File: src/rtl/ipsxe_fft_bitrev_reorder_buf.sv
// Ping-pong reorder buffer: takes FFT frames in bit-reversed order, emits them in natural order.
// One write bank fills while the other drains through a registered output stage.
module ipsxe_fft_bitrev_reorder_buf #(
  parameter int DATA_WIDTH = 32,
  parameter int LOG2_NFFT  = 4
) (
  input  logic                  clk,
  input  logic                  asyn_rst,
  input  logic                  i_valid,
  output logic                  i_ready,
  input  logic [DATA_WIDTH-1:0] i_data,
  input  logic                  i_last,
  output logic                  o_valid,
  input  logic                  o_ready,
  output logic [DATA_WIDTH-1:0] o_data,
  output logic                  o_last,
  output logic                  o_err
);

  localparam int N = 1 << LOG2_NFFT;
  localparam logic [LOG2_NFFT-1:0] CNT_LAST = {LOG2_NFFT{1'b1}};

  logic [DATA_WIDTH-1:0] mem0 [N];
  logic [DATA_WIDTH-1:0] mem1 [N];

  logic [1:0]           bank_full;
  logic                 wr_bank;
  logic                 rd_bank;
  logic [LOG2_NFFT-1:0] wr_cnt;
  logic [LOG2_NFFT-1:0] rd_cnt;
  logic [LOG2_NFFT-1:0] wr_addr;
  logic                 wr_fire;
  logic                 wr_end;
  logic                 rd_adv;
  logic                 rd_fire;
  logic                 rd_end;
  logic [DATA_WIDTH-1:0] rd_word;

  always_comb begin
    wr_addr = '0;
    for (int b = 0; b < LOG2_NFFT; b++) begin
      wr_addr[b] = wr_cnt[LOG2_NFFT-1-b];
    end
  end

  // A bank is writable only while EMPTY, so reads and writes never share a bank.
  assign i_ready = ~bank_full[wr_bank];
  assign wr_fire = i_valid & i_ready;
  assign wr_end  = wr_fire & (wr_cnt == CNT_LAST);

  assign rd_adv  = ~o_valid | o_ready;
  assign rd_fire = rd_adv & bank_full[rd_bank];
  assign rd_end  = rd_fire & (rd_cnt == CNT_LAST);
  assign rd_word = rd_bank ? mem1[rd_cnt] : mem0[rd_cnt];

  always_ff @(posedge clk) begin
    if (wr_fire) begin
      if (wr_bank) begin
        mem1[wr_addr] <= i_data;
      end else begin
        mem0[wr_addr] <= i_data;
      end
    end
  end

  always_ff @(posedge clk or posedge asyn_rst) begin
    if (asyn_rst) begin
      bank_full <= 2'b00;
      wr_bank   <= 1'b0;
      rd_bank   <= 1'b0;
      wr_cnt    <= '0;
      rd_cnt    <= '0;
      o_valid   <= 1'b0;
      o_data    <= '0;
      o_last    <= 1'b0;
      o_err     <= 1'b0;
    end else begin
      o_err <= wr_fire & (i_last != (wr_cnt == CNT_LAST));
      if (wr_fire) begin
        wr_cnt <= wr_cnt + 1'b1;
      end
      if (wr_end) begin
        bank_full[wr_bank] <= 1'b1;
        wr_bank            <= ~wr_bank;
      end
      if (rd_adv) begin
        o_valid <= rd_fire;
      end
      // o_data/o_last hold when the bank is not ready, so only a real load touches them.
      if (rd_fire) begin
        o_data <= rd_word;
        o_last <= (rd_cnt == CNT_LAST);
        rd_cnt <= rd_cnt + 1'b1;
      end
      if (rd_end) begin
        bank_full[rd_bank] <= 1'b0;
        rd_bank            <= ~rd_bank;
      end
    end
  end

endmodule

File: config.mk
export PLATFORM = sky130hd
export DESIGN_NAME = ipsxe_fft_bitrev_reorder_buf
export DESIGN_NICKNAME = d
export VERILOG_FILES = /design/src/rtl/ipsxe_fft_bitrev_reorder_buf.sv
export SDC_FILE = /design/constraint.sdc
export NUM_CORES = 1
export LEC_CHECK = 0
export CAP_MARGIN = 20
export CORE_ASPECT_RATIO = 1.5
export CORE_MARGIN = 5
export CORE_UTILIZATION = 55
export DETAILED_ROUTE_END_ITERATION = 10
export GPL_TIMING_DRIVEN = 0
export PLACE_DENSITY = 0.76
export SLEW_MARGIN = 40
export SYNTH_ARGS = -nofsm -noshare
export SYNTH_HDL_FRONTEND = slang
export SYNTH_SLANG_ARGS = --single-unit
File: constraint.sdc
create_clock -name clk -period 5.4 [get_ports clk]
set_clock_uncertainty 0.2 [all_clocks]
set_input_delay 0.54 -clock clk [delete_from_list [all_inputs] [get_ports clk]]
set_output_delay 0.54 -clock clk [all_outputs]
set_load 0.005 [all_outputs]
==> summary.md, run 1 <==
| Metric | Value |
|---|---|
| Commonest non-fill, non-tap cells in the layout | `edfxtp_1 (1024), mux2_2 (193), mux4_2 (160), clkbuf_16 (95), buf_2 (83)` |
| Worst EP required | `5.54 ns` |
| Pwr Total | `22.4 mW` |
| Post-CTS Setup Inserts | `0` |
| I/O Buffers | `72` |
| Post-synthesis sequential area ratio | `0.776` |
| Number of buffers on the longest clock path | `3` |
| Fillers | `4676` |
| Status | `complete, no violations` |
| Vias | `20.8k` |
| Drc violations | `0` |
| Slowest stage delay, CP | `0.45 ns` |
| CP endpoint kind | `flip-flop` |
| Vias in the first global route | `22.1k` |
| Max-slew violations | `0` |
| Largest net degree at the start of global routing | `33` |
| MaxCap Viol Count | `0` |
| RSZ-0062 raised after global routing | `false` |
| Mapped Area | `41100 um^2` |
| Leak | `15.2 nW` |
| Skew-Pair Late Insertion Delay | `0.66 ns` |
| Post-route setup TNS | `0 ns` |
| Antenna Nets Post-Route | `0` |
| Num rows | `122` |
| CP Cell Sequence | `clkbuf_1 > nand3_1 > nor3_2 > buf_2 > buf_2 > buf_4 > buf_2` |
| Worst Tran Pin Value | `0.881 ns` |
| Fmax | `318 MHz` |
| RR Startpoint | `wr_cnt[2]` |
| Gp weighted congestion | `0.828` |
| Max_slew headroom | `0.412` |
| H-tree depth | `3` |
| DR vias/cell | `6.46` |
| Routed wire per std cell | `32.4 um` |
| Synthesized flop and latch total | `1071` |
| Final net count | `2197` |
| Min cycle time layout | `3.15 ns` |
| Crit share post-route | `0.583` |
| Die H | `345 um` |
| VDD IR max | `0.292 mV` |
| CTS sink count | `1071` |
| Async SR Flop Fraction | `0.0439` |
| Top cells by area, synth | `edfxtp_1 (75%), mux4_2 (8.8%), mux2_2 (5.3%)` |
| Top_reg_cell synth | `edfxtp_1` |
| Total grt overflow | `0` |
| Cells on worst reg2reg path | `7` |
| Post-route setup slack | `2.25 ns` |
| CORE AREA | `74000 um^2` |
| IO Pins | `73` |
| Pwr dens | `474 nW/um^2` |
| Final hold vios | `0` |
| Synth top area share | `0.747` |
| DRT iter0 DRCs | `2633` |
| Arr. time, crit path | `3.29 ns` |
| Commonest non-fill, non-tap cell in the layout | `edfxtp_1` |
| Crit-path slowest cell | `clkbuf_1` |
| First-pass GRT wire length | `151000 um` |
| Root Buffer | `clkbuf_16` |
| Synth Warn # | `0` |
| CP dominant cell by count | `buf_2` |
| Net Count, Synth | `1958` |
| Cell taking the most area after synthesis | `edfxtp_1` |
| Final setup violation count | `0` |
| Post-synth cell types | `36` |
| Critical path capture point | `mem1[15][11]` |
| Worst hold path type | `input port to flip-flop` |
| Initial antenna violation count | `5` |
| Critical path origin | `wr_cnt[2]` |
| Post-Synthesis Mean Instance Area | `21.5 um^2` |
| DRT Pass-1 Iters | `9` |
| CTS Buf Count | `91` |
| R2r setup slk | `2.25 ns` |
| Routed wire length | `104000 um` |
| Startpoint Class | `flip-flop` |
| Final HPWL DP | `69500 um` |
| Starting Density | `0.556` |
| Crit Path Class | `flip-flop to flip-flop` |
| Critical path peak fanout | `10` |
| Synth-to-layout area growth | `15.0%` |
| Post-synth EDFFs | `1024` |
| Post-synthesis instance total | `1916` |
| Die area | `80500 um^2` |
| DP Worst Slack | `1.67 ns` |
| Die width | `233 um` |
| Worst-path clk slew | `0.06 ns` |
| GRT Util Overall | `0.262` |
| R2R Path End | `mem1[15][11]` |
| Ratio of cells with drive above 1 in the final layout | `0.310` |
| CTS tree | `built` |
==> layer usage <==
layer / part of all wire / track usage
met1: 0.34 / 0.317
met2: 0.53 / 0.465
met3: 0.083 / 0.0437
met4: 0.050 / 0.118
met5: 0.00012 / 0
==> state kept, by name (all words and copies together), names as in the netlist <==
| name | flops |
|---|---|
| bank_full | 2 |
| rd_bank | 1 |
| o_valid | 1 |
| wr_cnt | 4 |
| mem0 | 512 |
| wr_bank | 1 |
| o_data | 32 |
| rd_cnt | 4 |
| o_last | 1 |
| mem1 | 512 |
| o_err | 1 |
==> cell usage after synthesis, types with 4 or more instances <==
| master | count |
|---|---|
| edfxtp_1 | 1024 |
| nand2_1 | 74 |
| dfrtp_1 | 47 |
| mux2_2 | 193 |
| buf_6 | 5 |
| buf_2 | 40 |
| nor3_1 | 6 |
| buf_1 | 8 |
| xnor2_1 | 5 |
| o211a_1 | 31 |
| a222oi_1 | 32 |
| mux4_2 | 160 |
| buf_4 | 17 |
| nand3_1 | 4 |
| inv_1 | 6 |
| o2111ai_1 | 63 |
| nor2_1 | 22 |
| clkbuf_1 | 40 |
| ha_1 | 5 |
| mux2i_1 | 65 |
| a22oi_1 | 32 |
| and2_1 | 15 |
==> critical path: cells and delay by family (launching register included) <==
family                 cells  cell delay [ns]
buffers and inverters      5             1.45
AND/OR/NAND/NOR            2             0.79
flip-flops                 1             0.39
==> timing repair <==
item | in CTS | in global routing
hold buffers | 1 | 0
hold endpoints to repair | 3 | 0
resized for setup | 0 | 0
==> stage by stage <==
step,hold WS [ns],cell area (um^2),utilization,cells
6_report,0.183,47300,0.639,3225
5_1_grt,0.204,47300,0.639,3221
4_1_cts,0.179,47400,0.640,3221
3_5_place_dp,0.326,44300,0.598,3053
3_3_place_gp,0.319,43100,0.582,2980
2_1_floorplan,0.299,41100,-,1916
==> area by class of cell <==
type	count	area [um^2]	area share
diodes	4	10.0	0.000212
plain buffers	110	571	0.0121
clock buffers	130	2610	0.0551
clock inverters	37	464	0.00981
inverters	6	25.0	0.000529
multi-input cells	729	8790	0.186
flip-flops and latches	1071	31900	0.675
well taps	992	1240	0.0262
repair buffers	146	1690	0.0358
==> how the worst min path moves through the flow <==
stage                          start      endpoint  slack (ns)  cells after the start
after CTS                 i_data[14]   mem1[2][14]        0.18                      1
after global routing      i_data[16]   mem1[2][16]        0.20                      1
after floorplan              rd_bank       rd_bank        0.30                      1
final                     i_data[16]  mem0[13][16]        0.18                      1
after global placement       rd_bank       rd_bank        0.32                      1
after detailed placement     rd_bank       rd_bank        0.33                      1
==> where the power goes <==
part / switching, mW / internal (mW)
clock: 2.90 / 3.89
sequential: 0.247 / 9.63
combinational: 3.21 / 2.57
==> kinds of logic after synthesis <==
family                   share of synthesized area
AO/OA/AOI/OAI                               0.0357
XOR/XNOR                                   0.00170
adder cells (fa/ha/maj)                    0.00152
buffers and inverters                       0.0143
flip-flops                                   0.776
multiplexers                                 0.157
AND/OR/NAND/NOR                             0.0144
No activity file was read; power rests on OpenSTA's default activity.
==> inputs of run 2 (changes only) <==
- PLACE_DENSITY: 0.76 -> 0.78
- clock period: 5.4 -> 2.8 ns (I/O delays scaled with it)
==> run 2 against run 1 <==
The run now ends with negative setup slack left. Via count is 2.1% higher. Wire length is 1.3% higher. Global-route usage up 0.33 points. Sequential power is 94% higher. Non-clock buffer count is 15 higher. Critical path depth is the same. First-iteration DRC count up 12%. Sequential share of layout area down 0.36 points. Combinational power increased by 94%. Cell count is essentially flat. Design area grew 0.54%.
==> summary.md, run 2 (synthesis results as in run 1) <==
| Metric | Value |
|---|---|
| GRT Util Overall | `0.265` |
| Commonest non-fill, non-tap cells in the layout | `edfxtp_1 (1024), mux2_2 (193), mux4_2 (160), clkbuf_16 (93), nand2_1 (74)` |
| Total grt overflow | `0` |
| Crit share post-route | `1.03` |
| Post-route setup slack | `-0.0719 ns` |
| Starting Density | `0.556` |
| DRT iter0 DRCs | `2951` |
| CTS sink count | `1071` |
| Ratio of cells with drive above 1 in the final layout | `0.316` |
| M1 GR Usage | `0.323` |
| Biggest regs | `mem0 (512), mem1 (512), o_data (32)` |
| Worst EP required | `3.16 ns` |
| Final net count | `2210` |
| I/O Buffers | `72` |
| Startpoint Class | `flip-flop` |
| CP Cell Sequence | `buf_6 > buf_6 > buf_6 > mux2_2 > a222oi_1 > o2111ai_2 > o211a_1` |
| Min cycle time layout | `2.87 ns` |
| Pwr Total | `43.3 mW` |
| Final HPWL DP | `69000 um` |
| Max-slew violations | `0` |
| Sw Pwr | `12.3 mW` |
| Worst Hold Launch | `i_data[18]` |
| DR vias/cell | `6.60` |
| Root Buffer | `clkbuf_16` |
| H-tree depth | `3` |
| CTS Buf Count | `89` |
| CP dominant cell by count | `buf_6` |
| DP Worst Slack | `-0.297 ns` |
| Gp weighted congestion | `0.852` |
| CTS tree | `built` |
| Sw Ratio | `0.285` |
| First-pass GRT wire length | `153000 um` |
| Critical path origin | `rd_cnt[1]` |
| Final Cell Area | `47600 um^2` |
| Critical path's top delay family | `compound AO/OA/AOI/OAI gates` |
| Status | `complete, but fails checks` |
| Int Pwr | `31.0 mW` |
| Worst hold path type | `input port to flip-flop` |
| Skew-Pair Late Insertion Delay | `0.67 ns` |
| Die width | `233 um` |
| Placed insts | `3035` |
| Final setup violation count | `1` |
| Global routing's busiest layer | `met2` |
| RR Startpoint | `rd_cnt[1]` |
| Crit Path Class | `flip-flop to flip-flop` |
| Leak | `15.3 nW` |
| Final Util | `0.643` |
| Max_slew headroom | `0.471` |
| Commonest non-fill, non-tap cell in the layout | `edfxtp_1` |
| Worst Tran Pin Value | `0.793 ns` |
| IO Pins | `73` |
| Cell count along the critical path | `7` |
| Largest net degree at the start of global routing | `35` |
| Clk network pwr share | `0.300` |
| Cells on worst reg2reg path | `7` |
| Initial antenna violation count | `5` |
| Slowest stage delay, CP | `0.43 ns` |
| Critical path buffers and inverters | `3` |
| Failing checks | `negative setup slack` |
| Sequential group share of total power | `0.441` |
| Worst-path clk slew | `0.07 ns` |
| Final hold vios | `0` |
| Critical path peak fanout | `10` |
| Routed wire per std cell | `32.8 um` |
| Vias in the first global route | `22.3k` |
| Vias | `21.3k` |
| Synth-to-layout area growth | `15.6%` |
| CP endpoint kind | `flip-flop` |
| Die area | `80500 um^2` |
| DRT Pass-1 Iters | `7` |
| Antenna Nets Post-Route | `0` |
| Fmax | `348 MHz` |
| Number of buffers on the longest clock path | `3` |
| Non-Filler Instances | `3228` |
| VDD IR max | `0.675 mV` |
| Die H | `345 um` |
| Grt met3 use | `0.0466` |
| Combinational group share of total power | `0.259` |
| Pwr dens | `910 nW/um^2` |
| Drc violations | `0` |
| Crit-path slowest cell | `dfrtp_1` |
| Global Route met2 Usage | `0.451` |
| CORE AREA | `74000 um^2` |
| Routed wire length | `106000 um` |
| Placed inst area | `44200 um^2` |
| Num rows | `122` |
| Depth of the worst hold-timing path | `1` |
| MaxCap Viol Count | `0` |
| Arr. time, crit path | `3.23 ns` |
[run 2: worst paths after layout]
kind	to	slack, ns
worst max-delay path	o_data[1]	-0.07
worst min-delay path	mem1[15][18]	0.03
worst max register to register	o_data[1]	-0.07
worst min register to register	o_data[17]	0.35
max in group asynchronous	wr_cnt[3]	1.59
min in group asynchronous	o_data[22]	0.27
[run 2: power by group through the flow]
stage / clock network [mW] / registers [mW] / logic, mW
floorplan: 0 / 19.2 / 7.00
global placement: 0 / 19.4 / 10.3
detailed placement: 0 / 19.4 / 11.0
CTS: 13.0 / 19.1 / 11.2
global route: 13.7 / 19.1 / 11.7
finish: 13.0 / 19.1 / 11.2
[run 2: area by class of cell]
cell class | instances | area [um^2]
inverters | 6 | 25.0
multi-input cells | 729 | 8850
fillers | 4645 | 26500
well taps | 992 | 1240
flip-flops and latches | 1071 | 31900
clock inverters | 46 | 577
repair buffers | 162 | 1910
plain buffers | 109 | 607
clock buffers | 112 | 2440
diodes | 1 | 2.50
[run 2: what timing repair did]
| action | CTS | global route |
|---|---|---|
| pin swaps | 1 | 0 |
| endpoints found under the setup margin | 293 | 54 |
| cloned | 0 | 0 |
| hold endpoints to repair | 712 | 256 |
| resized for setup | 20 | 21 |
| setup buffers | 3 | 0 |
| hold buffers | 24 | 8 |
[run 2: stage by stage]
stage	hold slack, ns	TNS [ns]
final	0.0274	-0.0719
after global routing	0.0432	-0.0983
after CTS	0.0113	0
after detailed placement	0.333	-53.63
after global placement	0.311	-1232.20
after floorplan	0.179	-14.86
[run 2: routing by layer]
layer  up-vias  wire length [um]
met3       318              8750
met4         0              6610
met2      1367             54700
li1       8510                 -
met5         -                 0
met1     11096             35700
